--- config.mk ---
export PLATFORM = sky130hd
export DESIGN_NAME = led_pwm_ctrl_flat
export DESIGN_NICKNAME = d
export VERILOG_FILES = /design/src/rtl/led_pwm_ctrl_pkg.sv /design/src/rtl/led_pwm_ctrl_if.sv /design/src/rtl/led_pwm_ctrl_pwm_chan.sv /design/src/rtl/led_pwm_ctrl.sv /design/src/flat_wrapper.sv
export SDC_FILE = /design/constraint.sdc
export NUM_CORES = 1
export LEC_CHECK = 0
export ABC_AREA = 1
export CORE_ASPECT_RATIO = 0.9
export CORE_MARGIN = 2
export CORE_UTILIZATION = 55
export DETAILED_ROUTE_END_ITERATION = 6
export GPL_ROUTABILITY_DRIVEN = 0
export PLACE_DENSITY = 0.77
export SLEW_MARGIN = 30
export SYNTH_ARGS = -nofsm -noshare
export SYNTH_HDL_FRONTEND = slang
export SYNTH_SLANG_ARGS = --single-unit
--- constraint.sdc ---
create_clock -name clk -period 1.61 [get_ports clk]
set_clock_uncertainty 0.1 [all_clocks]
set_input_delay 0.161 -clock clk [delete_from_list [all_inputs] [get_ports clk]]
set_output_delay 0.161 -clock clk [all_outputs]
set_load 0.02 [all_outputs]
--- src/rtl/led_pwm_ctrl_pkg.sv ---
// Shared defaults, green-channel state encodings and a counter-width helper
// for the led_pwm_ctrl block.
package led_pwm_ctrl_pkg;

    localparam int DEF_PWM_BITS   = 8;
    localparam int DEF_PRESCALE   = 188;
    localparam int DEF_STEP       = 32;
    localparam int DEF_HB_PERIODS = 500;

    typedef enum logic {
        HB_OFF = 1'b0,
        HB_ON  = 1'b1
    } hb_state_e;

    typedef enum logic {
        RAMP_UP   = 1'b0,
        RAMP_DOWN = 1'b1
    } ramp_state_e;

    // Width of a counter running 0..n-1; never narrower than one bit.
    function automatic int cnt_width(input int n);
        return (n > 1) ? $clog2(n) : 1;
    endfunction

endpackage

--- src/rtl/led_pwm_ctrl_if.sv ---
// Button inputs and PWM/level outputs of led_pwm_ctrl bundled as one port.
// slave = the controller, master = whoever drives the buttons.
interface led_pwm_ctrl_if #(
    parameter int PWM_BITS = 8
);
    logic                btn_blue_n;
    logic                btn_red_n;
    logic                blue_pwm;
    logic                red_pwm;
    logic                green_pwm;
    logic [PWM_BITS-1:0] blue_level;
    logic [PWM_BITS-1:0] red_level;

    modport master (
        output btn_blue_n, btn_red_n,
        input  blue_pwm, red_pwm, green_pwm, blue_level, red_level
    );

    modport slave (
        input  btn_blue_n, btn_red_n,
        output blue_pwm, red_pwm, green_pwm, blue_level, red_level
    );
endinterface

--- src/rtl/led_pwm_ctrl_pwm_chan.sv ---
// One PWM channel: shadow duty register reloaded only at period end, so a
// duty change never cuts a pulse short, followed by a registered compare.
module led_pwm_ctrl_pwm_chan #(
    parameter int PWM_BITS = 8
) (
    input  logic                clk,
    input  logic                rst_n,
    input  logic [PWM_BITS-1:0] pwm_cnt,
    input  logic                period_end,
    input  logic [PWM_BITS-1:0] duty,
    output logic                pwm,
    output logic [PWM_BITS-1:0] level
);
    logic [PWM_BITS-1:0] active_q, active_d;
    logic                pwm_q, pwm_d;

    always_comb begin
        // NOTE: every comb output gets a default first, so no path can infer a latch.
        active_d = active_q;
        if (period_end) begin
            active_d = duty;
        end
        pwm_d = (pwm_cnt < active_q);
    end

    // NOTE: state flops use non-blocking assignments so all of them update together.
    always_ff @(posedge clk or negedge rst_n) begin
        if (!rst_n) begin
            active_q <= '0;
            pwm_q    <= 1'b0;
        end else begin
            active_q <= active_d;
            pwm_q    <= pwm_d;
        end
    end

    assign pwm   = pwm_q;
    assign level = active_q;

endmodule

--- src/rtl/led_pwm_ctrl.sv ---
// Button-stepped blue/red PWM brightness plus green heartbeat for the RGB driver.
// Define LED_BREATHE_EN to turn the green square heartbeat into a triangle ramp.
module led_pwm_ctrl
    import led_pwm_ctrl_pkg::*;
#(
    parameter int PWM_BITS   = DEF_PWM_BITS,
    parameter int PRESCALE   = DEF_PRESCALE,
    parameter int STEP       = DEF_STEP,
    parameter int HB_PERIODS = DEF_HB_PERIODS
) (
    input  logic          clk,
    input  logic          rst_n,
    led_pwm_ctrl_if.slave bus
);
    localparam int                  PRE_W    = cnt_width(PRESCALE);
    localparam logic [PWM_BITS-1:0] DUTY_MAX = '1;

    // Sync bits: [0] first stage, [1] second stage, [2] previous second stage.
    logic [2:0]          blue_sync_q, blue_sync_d, red_sync_q, red_sync_d;
    logic                blue_press, red_press;
    logic [PWM_BITS-1:0] blue_duty_q, blue_duty_d, red_duty_q, red_duty_d;
    logic [PRE_W-1:0]    pre_cnt_q, pre_cnt_d;
    logic [PWM_BITS-1:0] pwm_cnt_q, pwm_cnt_d;
    logic                tick, period_end;
    logic [PWM_BITS-1:0] green_duty;
    logic [PWM_BITS-1:0] green_level_unused;

    always_comb begin
        blue_sync_d = {blue_sync_q[1:0], bus.btn_blue_n};
        red_sync_d  = {red_sync_q[1:0], bus.btn_red_n};
        blue_press  = blue_sync_q[2] & ~blue_sync_q[1];
        red_press   = red_sync_q[2] & ~red_sync_q[1];
        blue_duty_d = blue_press ? blue_duty_q + PWM_BITS'(STEP) : blue_duty_q;
        red_duty_d  = red_press  ? red_duty_q  + PWM_BITS'(STEP) : red_duty_q;

        tick       = (pre_cnt_q == PRE_W'(PRESCALE - 1));
        pre_cnt_d  = tick ? '0 : pre_cnt_q + PRE_W'(1);
        pwm_cnt_d  = tick ? pwm_cnt_q + PWM_BITS'(1) : pwm_cnt_q;
        period_end = tick && (pwm_cnt_q == DUTY_MAX);
    end

    always_ff @(posedge clk or negedge rst_n) begin
        if (!rst_n) begin
            // Synchronisers idle at "released" so reset release is never a press.
            blue_sync_q <= 3'b111;
            red_sync_q  <= 3'b111;
            blue_duty_q <= '0;
            red_duty_q  <= '0;
            pre_cnt_q   <= '0;
            pwm_cnt_q   <= '0;
        end else begin
            blue_sync_q <= blue_sync_d;
            red_sync_q  <= red_sync_d;
            blue_duty_q <= blue_duty_d;
            red_duty_q  <= red_duty_d;
            pre_cnt_q   <= pre_cnt_d;
            pwm_cnt_q   <= pwm_cnt_d;
        end
    end

`ifdef LED_BREATHE_EN
    ramp_state_e         ramp_q, ramp_d;
    logic [PWM_BITS-1:0] g_duty_q, g_duty_d;

    always_ff @(posedge clk or negedge rst_n) begin
        if (!rst_n) begin
            ramp_q   <= RAMP_UP;
            g_duty_q <= '0;
        end else begin
            ramp_q   <= ramp_d;
            g_duty_q <= g_duty_d;
        end
    end

    always_comb begin
        ramp_d   = ramp_q;
        g_duty_d = g_duty_q;
        if (period_end) begin
            case (ramp_q)
                RAMP_UP: begin
                    g_duty_d = g_duty_q + PWM_BITS'(1);
                    if (g_duty_q == DUTY_MAX - PWM_BITS'(1)) ramp_d = RAMP_DOWN;
                end
                default: begin
                    g_duty_d = g_duty_q - PWM_BITS'(1);
                    if (g_duty_q == PWM_BITS'(1)) ramp_d = RAMP_UP;
                end
            endcase
        end
    end

    always_comb begin
        green_duty = g_duty_q;
    end
`else
    localparam int HB_W = cnt_width(HB_PERIODS);

    hb_state_e       hb_q, hb_d;
    logic [HB_W-1:0] hb_cnt_q, hb_cnt_d;

    always_ff @(posedge clk or negedge rst_n) begin
        if (!rst_n) begin
            hb_q     <= HB_OFF;
            hb_cnt_q <= '0;
        end else begin
            hb_q     <= hb_d;
            hb_cnt_q <= hb_cnt_d;
        end
    end

    always_comb begin
        hb_d     = hb_q;
        hb_cnt_d = hb_cnt_q;
        if (period_end) begin
            if (hb_cnt_q == HB_W'(HB_PERIODS - 1)) begin
                hb_d     = (hb_q == HB_ON) ? HB_OFF : HB_ON;
                hb_cnt_d = '0;
            end else begin
                hb_cnt_d = hb_cnt_q + HB_W'(1);
            end
        end
    end

    always_comb begin
        green_duty = (hb_q == HB_ON) ? DUTY_MAX : '0;
    end
`endif

    led_pwm_ctrl_pwm_chan #(.PWM_BITS(PWM_BITS)) u_blue (
        .clk(clk), .rst_n(rst_n), .pwm_cnt(pwm_cnt_q), .period_end(period_end),
        .duty(blue_duty_q), .pwm(bus.blue_pwm), .level(bus.blue_level)
    );

    led_pwm_ctrl_pwm_chan #(.PWM_BITS(PWM_BITS)) u_red (
        .clk(clk), .rst_n(rst_n), .pwm_cnt(pwm_cnt_q), .period_end(period_end),
        .duty(red_duty_q), .pwm(bus.red_pwm), .level(bus.red_level)
    );

    led_pwm_ctrl_pwm_chan #(.PWM_BITS(PWM_BITS)) u_green (
        .clk(clk), .rst_n(rst_n), .pwm_cnt(pwm_cnt_q), .period_end(period_end),
        .duty(green_duty), .pwm(bus.green_pwm), .level(green_level_unused)
    );

endmodule
--- src/flat_wrapper.sv ---
// flat-port wrapper written by rule: the top's interface ports become plain ports
module led_pwm_ctrl_flat import led_pwm_ctrl_pkg::*;
#(
    parameter int PWM_BITS   = DEF_PWM_BITS,
    parameter int PRESCALE   = DEF_PRESCALE,
    parameter int STEP       = DEF_STEP,
    parameter int HB_PERIODS = DEF_HB_PERIODS
)
  (clk, rst_n, bus_btn_blue_n, bus_btn_red_n, bus_blue_pwm, bus_red_pwm, bus_green_pwm, bus_blue_level, bus_red_level);
  led_pwm_ctrl_if #(.PWM_BITS(PWM_BITS)) bus_i ();
  input  logic clk;
  input  logic rst_n;
  input wire logic [$bits(bus_i.btn_blue_n)-1:0] bus_btn_blue_n;
  input wire logic [$bits(bus_i.btn_red_n)-1:0] bus_btn_red_n;
  output wire logic [$bits(bus_i.blue_pwm)-1:0] bus_blue_pwm;
  output wire logic [$bits(bus_i.red_pwm)-1:0] bus_red_pwm;
  output wire logic [$bits(bus_i.green_pwm)-1:0] bus_green_pwm;
  output wire logic [$bits(bus_i.blue_level)-1:0] bus_blue_level;
  output wire logic [$bits(bus_i.red_level)-1:0] bus_red_level;
  assign bus_i.btn_blue_n = bus_btn_blue_n;
  assign bus_i.btn_red_n = bus_btn_red_n;
  assign bus_blue_pwm = bus_i.blue_pwm;
  assign bus_red_pwm = bus_i.red_pwm;
  assign bus_green_pwm = bus_i.green_pwm;
  assign bus_blue_level = bus_i.blue_level;
  assign bus_red_level = bus_i.red_level;
  led_pwm_ctrl #(.PWM_BITS(PWM_BITS), .PRESCALE(PRESCALE), .STEP(STEP), .HB_PERIODS(HB_PERIODS)) u_core (.clk(clk), .rst_n(rst_n), .bus(bus_i));
endmodule
Word-level counts from Yosys, hierarchy flattened
Cells that the tools add are included.
{ "totals": {"ff_bits": 75, "input_bits": 4, "out_inout_bits": 19, "wordCells": 35} }
{ "op_classes": {"n_addsub": 5, "order_cmp": 3, "n_eq_ne": 3, "n_mux": 4, "n_bitwise": 4, "reduce_logical": 2} }
{ "ops": {"columns": ["op", "count"], "rows": [
  ["< comparator 8 bit", 3],
  ["adder 8 x 1 -> 8 bit (second input constant)", 2],
  ["adder 8 x 6 -> 8 bit (second input constant)", 2],
  ["== test 8 bit (second input constant)", 2],
  ["2-to-1 mux 8 bit", 2],
  ["adder 9 x 1 -> 9 bit (second input constant)", 1],
  ["== test 9 bit (second input constant)", 1],
  ["2-to-1 mux 9 bit", 1],
  ["bitwise AND 1 bit", 2],
  ["NOT 1 bit", 2],
  ["AND reduction 2 bit", 1],
  ["logical AND 1 bit", 1],
  ["2-to-1 mux 1 bit", 1]
]} }

Longest topological paths before layout
Gate-level depths: netlist (run 1).
{ "logic_depth": {"word_depth": 3, "ltp_mapped": 9, "mapped_depth_nobuf": 8} }

Hierarchy
A second synthesis (run 1) with hierarchy kept.
{ "hier_totals": {"cells_unflattened": 381, "area_unflattened_um2": 3320.7} }
{ "by_module_without_submodules": {"columns": ["module", "instances", "cells_per_inst", "area_per_inst_um2", "seq_area_each_um2"], "rows": [
  ["led_pwm_ctrl", 1, 213, 1841.8, 958.4],
  ["led_pwm_ctrl_pwm_chan", 3, 56, 493.0, 225.2]
]} }

Worst setup path before layout (run 1)
OpenSTA, ideal clock, no wires.
{ "synth_timing": {"kind": "reg-to-reg", "from": "register u_core.pwm_cnt_q[1]", "to": "register u_core.hb_q", "setup_time_ns": 0.117, "arrival_ns": 1.243, "required_time_ns": 1.393, "setup_slack_ns": 0.151, "stages_incl_launch_ff": 10, "n_path_buf": 1, "synth_period_minus_slack_ns": 1.459, "cell_sequence": "dfrtp_1 > ha_1 > nand2_1 > nor2_1 > nand2_1 > nor2_4 > buf_6 > nand2_1 > nand2_1 > nand2_1"} }
{ "synth_via": {"elab_chain_len": 3} }
{ "synth_rtl": {"columns": ["item", "line_no", "text"], "rows": [
  ["from (decl)", "led_pwm_ctrl.sv:23", "logic [PWM_BITS-1:0] pwm_cnt_q, pwm_cnt_d;"],
  ["from (signal assigned)", "led_pwm_ctrl.sv:57", "pwm_cnt_q <= pwm_cnt_d;"],
  ["== test 8 bit", "led_pwm_ctrl.sv:39", "period_end = tick && (pwm_cnt_q == DUTY_MAX);"],
  ["logical AND 1 bit", "led_pwm_ctrl.sv:39", null],
  ["AND reduction 2 bit (no line)", null, null],
  ["to (signal assigned)", "led_pwm_ctrl.sv:103", "hb_q <= HB_OFF;"],
  ["to (signal assigned)", "led_pwm_ctrl.sv:106", "hb_q <= hb_d;"],
  ["to (decl)", "led_pwm_ctrl.sv:98", "hb_state_e hb_q, hb_d;"]
]} }
No other way between the ends.
A chain may end at the register's enable or synchronous reset.

Final worst setup path (run 1)
{ "layout_timing": {"from": "register u_core.u_red.active_q[5], in the netlist u_core.u_red.level[5]", "to": "output bus_red_level[5]"} }
{ "layout_lines": {"columns": ["item", "line_no", "text"], "rows": [
  ["from (decl)", "led_pwm_ctrl_pwm_chan.sv:14", "logic [PWM_BITS-1:0] active_q, active_d;"],
  ["from (signal assigned)", "led_pwm_ctrl_pwm_chan.sv:32", "active_q <= active_d;"],
  ["to (decl)", "flat_wrapper.sv:19", "output wire logic [$bits(bus_i.red_level)-1:0] bus_red_level;"]
]} }
No word-level cell between the ends.

==> metrics.md, run 1 <==
| Metric | Value |
|---|---|
| Status | `completed` |
| CP Depth | `1` |
| Min-Delay Path Class | `primary input to flop` |
| Placed cell areas | `~2700 um2` |
| Reg area | `1210 um2` |
| Final Total Pwr | `2600 uW` |
| Vias in the first global route | `~1,700` |
| Post-Syn Instances | `around 280` |
| Setup crit end kind | `primary output` |
| Maximum vdd drop | `768 uV` |
| Detailed-placement wirelength estimate | `about 3.2 mm` |
| Htree depth | `2` |
| Most common cell after layout, fill and taps aside | `nand2_1` |
| Final wirelength | `~4.6 mm` |
| Row cnt | `23` |
| Die Area | `approximately 5100 um2` |
| Yosys reg bits | `48` |
| Wire length of the first global-routing pass | `between 7 and 8 mm` |
| CORE AREA | `4400 um2` |
| Slowest stage cell, crit path | `clkdlybuf4s50_1` |
| Vias per Instance | `about 4.9` |
| Footprint of the multi-input gates | `between 1000 and 1500 um2` |
| Worst path max stage delay | `around 0.61 ns` |
| Final setup viols | `0` |
| Overflow after GRT | `0` |
| Chip height | `67.6 um` |
| Clock-pin slew on the worst setup and hold paths | `roughly 0.09 ns` |
| Share of cells above drive strength 1 | `13.7%` |
| Fin area | `about 2900 um2` |
| Fmax | `roughly 640 MHz` |
| Fill cells | `roughly 350` |
| RSZ-0062 raised after global routing | `yes` |
| Fin cells | `377` |
| Die width | `74.7 um` |
| Slew Limit Fails | `0` |
| P per Cell Area | `around 900 nW/um2` |
| Hold Path Depth | `1` |
| IO Pins | `23` |
| Antenna Nets Post-Route | `0` |
| Pleak | `approximately 0.0015 uW` |
| WP buf/inv | `1` |
| Register area share after synthesis | `between 40 and 50%` |
| First-pass iteration count of the detailed router | `5` |
| WP data required | `about 1.4 ns` |
| Worst skew pair latency | `approximately 0.31 ns` |
| CTS tree | `yes` |
| Fin util | `66.3%` |
| Clk Tree Root Cell | `clkbuf_8` |
| Largest net degree at the start of global routing | `32` |
| Routed vias | `about 1,900` |
| Area delta synth->final | `18.1%` |
| Initial DRC count | `just under 100` |
| Crit path kind | `flop to primary output` |
| Crit path DAT | `around 1.3 ns` |
| TritonCTS Sinks | `48` |
| Mean Syn Cell Area | `roughly 8.8 um2` |
| Min Tclk post-route | `about 1.6 ns` |
| Initial antenna violation count | `0` |
| R2R depth | `9` |
| Crit path launch type | `flop` |
| Mapped cell area | `2470 um2` |
| CTS Buffer Depth | `2` |
| Post-placement cell count | `between 300 and 400` |
| Initial Util | `about 56%` |
| Synth warn | `0` |
| DRC | `0` |
| CP cell instances | `clkdlybuf4s50_1` |
| Max Cap Viol | `0` |
| Highest-count cells in the layout ignoring fill and taps | `nand2_1, dfrtp_1, inv_1` |
| # nets final | `~330` |
| DR WL/cell | `12.3 um` |
| TritonCTS Buffers | `5` |
| Final hold violation count | `0` |
| Crit-path max FO | `3` |
| Tcrit/Tclk final | `between 90% and 100%` |
| Cell family with most CP delay | `buffers and inverters` |
| Synth cell types | `28` |
| GRT Total Usage | `roughly a fifth` |
| Port bufs | `12` |
| Antenna cell count | `0` |
[repair_timing]
| action | CTS | global route |
|---|---|---|
| hold buffers | 1 | 0 |
| gates resized for setup | 0 | 8 |
| endpoints found under the hold margin | 17 | 0 |
| endpoints found under the setup margin | 0 | 16 |
| setup buffers | 0 | 5 |
[per-layer routing]
layer / vias up / track usage (%) / part of all wire, % / routed length (um)
li1: 935 / - / - / -
met1: 882 / 26.7 / 48 / 2230
met2: 33 / 31.4 / 47 / 2180
met3: 8 / 4.48 / 2.9 / 135
met4: 0 / 10.0 / 2.0 / 94
met5: - / 0 / 0 / 0
[cells by family (layout without fill, tap and decap cells)]
logic type	count (synthesis)	count (layout)	synth area share, %
multiplexers	2	2	0.910
AO/OA/AOI/OAI	26	26	5.72
AND/OR/NAND/NOR	132	132	23.2
other	1	10	0.152
buffers and inverters	44	69	8.85
flip-flops	48	48	48.9
XOR/XNOR	12	12	4.25
adder cells (fa/ha/maj)	16	16	8.09
[synthesized netlist by cell type]
cell type,count,area [um2]
nand3_1,12,60.1
o21bai_1,2,15.0
o21ai_1,5,25.0
nand2_1,85,319
o21ai_0,8,40.0
mux2_2,2,22.5
buf_2,1,5.00
nand2_2,1,6.26
conb_1,1,3.75
nand2_4,1,11.3
nand4_1,3,18.8
a21oi_1,8,40.0
dfrtp_1,42,1050
a31oi_1,1,6.26
nor3_1,1,5.00
inv_1,31,116
nand3b_1,4,30.0
xor2_1,9,78.8
buf_4,10,75.1
xnor2_1,3,26.3
nor2_2,2,12.5
ha_1,16,200
nor2_1,20,75.1
buf_6,2,22.5
nor2_4,2,22.5
nand4_2,1,12.5
dfstp_2,6,158
a21o_1,2,15.0
[power by group]
group | internal (uW) | switching, uW
sequential | 1300 | 72.2
combinational | 88.5 | 94.4
clock | 625 | 426
total | 2010 | 593
[metrics by stage]
stage	worst slack (ns)	hold slack [ns]	setup TNS, ns
global placement	0.0596	0.0155	0
CTS	0.0171	0.143	0
finish	0.0576	0.147	0
floorplan	0.151	-0.235	0
detailed placement	0.0313	0.0152	0
global route	-0.0345	0.144	-0.0678
[sequential cells by signal (all words and copies together) (netlist names)]
register,cells
u_core.red_duty_q,3
u_core.u_green.pwm,1
u_core.u_red.level,3
u_core.hb_cnt_q,9
u_core.red_sync_q,3
u_core.u_blue.pwm,1
u_core.hb_q,1
u_core.pwm_cnt_q,8
u_core.u_red.pwm,1
u_core.pre_cnt_q,8
u_core.u_green.level,1
u_core.blue_sync_q,3
u_core.u_blue.level,3
u_core.blue_duty_q,3
[final timing paths]
kind / slack (ns) / start / to
hold reg to reg: 0.26 / u_core.red_sync_q[0] / u_core.red_sync_q[1]
setup reg to reg: 0.07 / u_core.pwm_cnt_q[0] / u_core.hb_q
min in group asynchronous: 0.22 / rst_n / u_core.blue_duty_q[6]
max in group asynchronous: 0.61 / rst_n / u_core.blue_sync_q[2]
setup / recovery: 0.06 / u_core.u_red.level[5] / bus_red_level[5]
hold / removal: 0.15 / bus_btn_red_n / u_core.red_sync_q[0]
[area by class of cell]
type,count,share of cell area [%]
sequential,48,41.4
clock inverter,3,2.36
clock buffer,5,2.36
tap,62,2.66
inverter,31,3.98
multi-input combinational,198,37.3
timing repair buffer,30,9.94
Note: power is estimated with default switching activity, not from simulation.
==> inputs of run 2 (changes only) <==
--- a/config.mk
+++ b/config.mk
@@ -8,10 +8,10 @@
 export ABC_AREA = 1
 export CORE_ASPECT_RATIO = 0.9
 export CORE_MARGIN = 2
-export CORE_UTILIZATION = 55
+export CORE_UTILIZATION = 40
 export DETAILED_ROUTE_END_ITERATION = 6
 export GPL_ROUTABILITY_DRIVEN = 0
-export PLACE_DENSITY = 0.77
+export PLACE_DENSITY = 0.69
 export SLEW_MARGIN = 30
 export SYNTH_ARGS = -nofsm -noshare
 export SYNTH_HDL_FRONTEND = slang
==> run 2 against run 1 <==
Effect of this change:
- count of clock-buffer cells in the layout rose by 1
- die area rose by 35%
- final cell count rose by 2.1%
- critical path depth rose by 7
- first-iteration DRC count rose by 14%
- critical path type is now flop to flop
- critical endpoint is now u_core.u_blue.level[7]
- largest cell class unchanged
==> metrics.md, run 2 (synthesized netlist as in run 1, its figures left out) <==
| Metric | Value |
|---|---|
| Status | `completed` |
| WP data required | `1.73 ns (+0.38 ns)` |
| Chip height | `78.6 um (+16%)` |
| Top reg by flops | `u_core.hb_cnt_q` |
| Hold Slack | `0.156 ns (+0.00889 ns)` |
| Combinational share of power | `7.6% (+0.6 points)` |
| Largest net degree at the start of global routing | `49 (+53%)` |
| Max FFs per register | `9 (unchanged)` |
| Clk Tree Root Cell | `clkbuf_8` |
| Initial antenna violation count | `0 (unchanged)` |
| Final WS setup | `0.0672 ns (+0.00956 ns)` |
| Routed vias | `1,811 (-2.5%)` |
| Post-placement cell count | `372 (+2.8%)` |
| Min-Delay Path Class | `primary input to flop` |
| Tcrit/Tclk final | `95.8% (-0.59 points)` |
| DRC | `0 (unchanged)` |
| Port bufs | `12 (unchanged)` |
| Hold Path Depth | `1 (unchanged)` |
| Crit path kind | `flop to flop` |
| Crit-path max FO | `9 (+6)` |
| Worst skew pair latency | `0.30 ns (about the same)` |
| Share of cells above drive strength 1 | `14.1% (+0.41 points)` |
| DR WL/cell | `11.6 um (-5.4%)` |
| Detailed-placement wirelength estimate | `3.12 mm (-3.1%)` |
| Share of power burned in registers | `59.5% (+6.9 points)` |
| Pleak | `0.00147 uW (-2.1%)` |
| TritonCTS Buffers | `5 (unchanged)` |
| Crit path DAT | `1.67 ns (+0.38 ns)` |
| NetSw | `569 uW (-4.1%)` |
| Min Tclk post-route | `1.54 ns (-0.00956 ns)` |
| Clock share of power | `32.9% (-7.5 points)` |
| Most common cell after layout, fill and taps aside | `nand2_1` |
| HP Start | `bus_btn_red_n` |
| R2r endpoint | `u_core.u_blue.level[7]` |
| Final setup viols | `0 (unchanged)` |
| Initial DRC count | `113 (+14%)` |
| First-pass iteration count of the detailed router | `4 (-1)` |
| Fill cells | `575 (+64%)` |
| Crit path launch type | `flop` |
| # nets final | `332 (-0.60%)` |
| CTS Buffer Depth | `2 (unchanged)` |
| Die Area | `6830 um2 (+35%)` |
| Final Total Pwr | `2300 uW (-12%)` |
| Placed cell areas | `2720 um2 (+0.46%)` |
| Fin area | `2890 um2 (-1.1%)` |
| Die width | `86.9 um (+16%)` |
| GRT Total Usage | `14.4% (-5.8 points)` |
| Highest-count cells in the layout ignoring fill and taps | `nand2_1, dfrtp_1, inv_1` |
| Slowest stage cell, crit path | `dfrtp_1` |
| Antenna Nets Post-Route | `0 (unchanged)` |
| Antenna cell count | `0 (unchanged)` |
| Setup WS pre-CTS | `0.0414 ns (+0.0102 ns)` |
| CORE AREA | `6050 um2 (+37%)` |
| Overflow after GRT | `0 (unchanged)` |
| R2R depth | `8 (-1)` |
| Vias in the first global route | `1,744 (+0.93%)` |
| Worst path max stage delay | `0.40 ns (-0.21 ns)` |
| Clock-pin slew on the worst setup and hold paths | `0.09 ns (about the same)` |
| CP cell instances | `ha_1, nand2_1, nor2_4, nand2_2, nor2_4, buf_6, nand2_1, o21ai_0` |
| Vias per Instance | `4.70 (-4.6%)` |
| P per Cell Area | `797 nW/um2 (-11%)` |
| Fin cells | `385 (+2.1%)` |
| Worst R2R Setup Slack | `0.07 ns (about the same)` |
| Initial Util | `40.9% (-15 points)` |
| IO Pins | `23 (unchanged)` |
| Htree depth | `2 (unchanged)` |
| Max Cap Viol | `0 (unchanged)` |
| Switch share | `24.7% (+2.0 points)` |
| Wire length of the first global-routing pass | `7.78 mm (+2.9%)` |
| Row cnt | `27 (+17%)` |
| Fmax | `648 MHz (+0.62%)` |
| TritonCTS Sinks | `48 (unchanged)` |
| Area delta synth->final | `16.7%` |
| Hold worst-path end | `u_core.red_sync_q[0]` |
| Final hold violation count | `0 (unchanged)` |
| RR Startpoint | `u_core.pwm_cnt_q[0]` |
| CTS tree | `yes` |
| Biggest regs | `u_core.hb_cnt_q: 9 flops, u_core.pre_cnt_q: 8 flops, u_core.pwm_cnt_q: 8 flops` |
| Slew Limit Fails | `0 (unchanged)` |
| Final wirelength | `4.48 mm (-3.4%)` |
| Maximum vdd drop | `757 uV (-1.4%)` |
| RSZ-0062 raised after global routing | `yes` |
| Cell family with most CP delay | `simple AND/OR/NAND/NOR gates` |
| WP buf/inv | `1 (unchanged)` |
| Setup crit end kind | `flop` |
| Internal | `1730 uW (-14%)` |
[run 2: cell count changes in the layout (fill, tap and decap cells not counted), moves of 2 or more]
cell,delta
bufinv_16,-2
clkinvlp_4,+2
buf_4,-2
nand2_2,+2
nand2_1,-2
[run 2: final cells by class]
cell class | count | area (um2) | share of cell area (%)
Multi-Input combinational cell | 198 | 1100 | 38.1
Sequential cell | 48 | 1210 | 41.9
Inverter | 31 | 116 | 4.03
Tap cell | 72 | 90.1 | 3.12
Clock inverter | 2 | 15.0 | 0.520
Timing Repair Buffer | 28 | 275 | 9.53
Clock buffer | 6 | 82.6 | 2.86
[run 2: what timing repair did]
action | 4_1_cts | 5_1_grt
buffers inserted | 0 | 4
hold buffers | 1 | 0
gates resized for setup | 1 | 10
pin swaps | 0 | 3
endpoints found under the hold margin | 48 | 0
endpoints found under the setup margin | 1 | 17
[run 2: stage by stage]
step	utilization (%)	TNS (ns)
after CTS	46.8	0
after global routing	47.8	-0.0100
after floorplan	-	0
after detailed placement	44.9	0
final	47.8	0
after global placement	44.9	0
[run 2: how the worst max path moves through the flow]
stage,slack (ns),end,depth (start not counted),start
final,0.07,u_core.u_blue.level[7],8,u_core.pwm_cnt_q[0]
after global routing,-0.01,u_core.u_green.level[6],7,u_core.pre_cnt_q[1]
after CTS,0.004,bus_red_level[5],1,u_core.u_red.level[5]
after detailed placement,0.04,u_core.u_blue.level[7],7,u_core.pwm_cnt_q[0]
after global placement,0.07,u_core.u_blue.level[7],7,u_core.pre_cnt_q[0]
after floorplan,0.15,u_core.hb_q,9,u_core.pwm_cnt_q[1]
[run 2: power by group through the flow]
stage / Clock (uW) / Combinational (uW) / Sequential [uW]
2_1_floorplan: 0 / 142 / 1370
3_5_place_dp: 0 / 179 / 1390
6_report: 758 / 174 / 1370
4_1_cts: 783 / 180 / 1370
5_1_grt: 839 / 208 / 1380
3_3_place_gp: 0 / 166 / 1390
[run 2: layer usage]
metal  up-vias  wire, um  GRT usage [%]
met1       844      2280           19.6
met2        29      2010           22.5
li1        931         -              -
met4         0        66           5.63
met3         7       121           2.84
met5         -         0              0
==> inputs of run 3 (changes only) <==
==> constraint.sdc (replaced) <==
create_clock -name clk -period 1.5 [get_ports clk]
set_clock_uncertainty 0.1 [all_clocks]
set_input_delay 0.15 -clock clk [delete_from_list [all_inputs] [get_ports clk]]
set_output_delay 0.15 -clock clk [all_outputs]
set_load 0.02 [all_outputs]
==> run 3 against run 2 <==
Effect of this change:
- the run now ends with negative setup slack left
- non-clock buffer count grew 14
- global-route usage up 0.97 points
- die area unchanged
- largest cell class unchanged
==> metrics.md, run 3 (synthesized netlist as in run 1, its figures left out) <==
| Metric | Value |
|---|---|
| Die Area | `6830 um2 (unchanged)` |
| WP buf/inv | `2 (+1)` |
| Die width | `86.9 um (unchanged)` |
| CTS tree | `yes` |
| Share of power burned in registers | `59.2% (-0.3 points)` |
| Vias in the first global route | `1,793 (+2.8%)` |
| Crit path kind | `flop to flop` |
| Internal | `1860 uW (+7.3%)` |
| Most common cell after layout, fill and taps aside | `nand2_1` |
| Hold Slack | `0.138 ns (-0.0177 ns)` |
| Largest net degree at the start of global routing | `49 (unchanged)` |
| Vias per Instance | `4.75 (+0.91%)` |
| Maximum vdd drop | `788 uV (+4.1%)` |
| # nets final | `346 (+4.2%)` |
| Initial DRC count | `79 (-30%)` |
| Fmax | `643 MHz (-0.78%)` |
| Final hold violation count | `0 (unchanged)` |
| DR WL/cell | `12.4 um (+7.0%)` |
| Cell family with most CP delay | `simple AND/OR/NAND/NOR gates` |
| RSZ-0062 raised after global routing | `yes` |
| Antenna cell count | `0 (unchanged)` |
| First-pass iteration count of the detailed router | `4 (unchanged)` |
| Final setup viols | `15 (+15)` |
| Port bufs | `12 (unchanged)` |
| Area delta synth->final | `27.1%` |
| Detailed-placement wirelength estimate | `3.19 mm (+2.4%)` |
| R2r endpoint | `u_core.hb_q` |
| Switch share | `25.6% (+0.87 points)` |
| Fill cells | `537 (-6.6%)` |
| CP Launch Point | `u_core.pwm_cnt_q[1]` |
| Max FFs per register | `9 (unchanged)` |
| RR Startpoint | `u_core.pwm_cnt_q[1]` |
| Footprint of the multi-input gates | `1190 um2 (+8.3%)` |
| Fin util | `52.0% (+4.2 points)` |
| Post-placement cell count | `378 (+1.6%)` |
| Failing checks | `negative setup slack` |
| Chip height | `78.6 um (unchanged)` |
| Slowest stage cell, crit path | `dfrtp_1` |
| Initial antenna violation count | `0 (unchanged)` |
| Combinational share of power | `7.4% (-0.2 points)` |
| Clock share of power | `33.3% (+0.4 points)` |
| Cell mode on critical path | `nor2_4` |
| R2R depth | `9 (+1)` |
| CP Depth | `9 (+1)` |
| Clock-pin slew on the worst setup and hold paths | `0.09 ns (about the same)` |
| Placed cell areas | `2780 um2 (+2.1%)` |
| Antenna Nets Post-Route | `0 (unchanged)` |
| Worst R2R Setup Slack | `-0.05 ns (-0.12 ns)` |
| NetSw | `639 uW (+12%)` |
| Min-Delay Path Class | `primary input to flop` |
| Pleak | `0.00162 uW (+10%)` |
| Crit path launch type | `flop` |
| CP cell instances | `ha_2, nand2_4, nor2_4, nand2_2, nor2_4, buf_12, clkbuf_16, nand3b_1, nand2_1` |
| Worst path max stage delay | `0.37 ns (-0.03 ns)` |
| Crit path DAT | `1.71 ns (+0.04 ns)` |
| Row cnt | `27 (unchanged)` |
| CP Capture Point | `u_core.hb_q` |
| Overflow after GRT | `0 (unchanged)` |
| DRC | `0 (unchanged)` |
| Reg area | `1210 um2 (unchanged)` |
| Status | `finished, violations left` |
| Setup WS pre-CTS | `-0.0479 ns (-0.0894 ns)` |
| WP data required | `1.65 ns (-0.08 ns)` |
| Share of cells above drive strength 1 | `23.9% (+9.8 points)` |
| Worst skew pair latency | `0.31 ns (about the same)` |
| Fin area | `3140 um2 (+8.8%)` |
| CORE AREA | `6050 um2 (unchanged)` |
| Max Cap Viol | `0 (unchanged)` |
| CTS Buffer Depth | `2 (unchanged)` |
| P per Cell Area | `795 nW/um2 (-0.24%)` |
| Tcrit/Tclk final | `104% (+7.8 points)` |
| Biggest regs | `u_core.hb_cnt_q: 9 flops, u_core.pre_cnt_q: 8 flops, u_core.pwm_cnt_q: 8 flops` |
| Routed vias | `1,894 (+4.6%)` |
| Final WS setup | `-0.0550 ns (-0.122 ns)` |
| Crit-path max FO | `4 (-5)` |
| TritonCTS Sinks | `48 (unchanged)` |
| IO Pins | `23 (unchanged)` |
| Min Tclk post-route | `1.55 ns (+0.0122 ns)` |
| Htree depth | `2 (unchanged)` |
| GRT Total Usage | `15.4% (+0.97 points)` |
| Initial Util | `40.9% (unchanged)` |
| Clk Tree Root Cell | `clkbuf_8` |
| Final wirelength | `4.96 mm (+11%)` |
| Top reg by flops | `u_core.hb_cnt_q` |
| Setup crit end kind | `flop` |
| Fin cells | `399 (+3.6%)` |
| Highest-count cells in the layout ignoring fill and taps | `nand2_1, dfrtp_1, inv_1` |
| TritonCTS Buffers | `5 (unchanged)` |
| Slew Limit Fails | `0 (unchanged)` |
| Wire length of the first global-routing pass | `8.31 mm (+6.8%)` |
## run 3: cell types whose count changed in the layout (fill, tap and decap cells not counted), sizes merged
cell,delta
clkbuf,+1
dlygate4sd2,+8
dlymetal6s2s,-1
buf,+13
clkdlybuf4s50,-7
## run 3: worst min-delay path by stage
stage	from	endpoint	slack, ns	depth (start not counted)
floorplan	rst_n	u_core.blue_duty_q[5]	-0.25	0
global route	bus_btn_blue_n	u_core.blue_sync_q[0]	0.14	1
detailed placement	rst_n	u_core.pre_cnt_q[4]	0.06	2
finish	bus_btn_blue_n	u_core.blue_sync_q[0]	0.14	1
global placement	rst_n	u_core.pre_cnt_q[4]	0.05	2
CTS	bus_btn_blue_n	u_core.blue_sync_q[0]	0.13	1
## run 3: per-layer routing
metal,track usage [%],wire (um),vias to the layer above
met1,21.2,2360,900
li1,-,-,959
met5,0,0,-
met2,24.3,2410,30
met3,3.26,141,5
met4,4.22,48,0
## run 3: layout make-up
class                      instances  area share, %
clock buffer                       6           2.63
multi-input combinational        198           37.9
clock inverter                     2          0.478
timing repair buffer              42           14.0
tap                               72           2.87
sequential                        48           38.5
inverter                          31           3.70
## run 3: per-stage QoR
step                TNS [ns]  total power [uW]
floorplan                  0              1630
global placement    -0.00516              1670
detailed placement    -0.416              1680
CTS                  -0.0129              2510
global route           -1.54              2620
finish                -0.430              2500
## run 3: what timing repair did
item,CTS,global route
endpoints found under the setup margin,21,27
cloned,1,1
hold buffers,1,0
endpoints found under the hold margin,48,0
resized for setup,19,28
pin swaps,5,12
setup buffers,8,2
## run 3: power groups by stage
stage | combinational (uW) | clock [uW] | sequential [uW]
floorplan | 152 | 0 | 1470
global placement | 181 | 0 | 1480
detailed placement | 190 | 0 | 1490
CTS | 193 | 853 | 1460
global route | 224 | 905 | 1490
finish | 185 | 833 | 1480
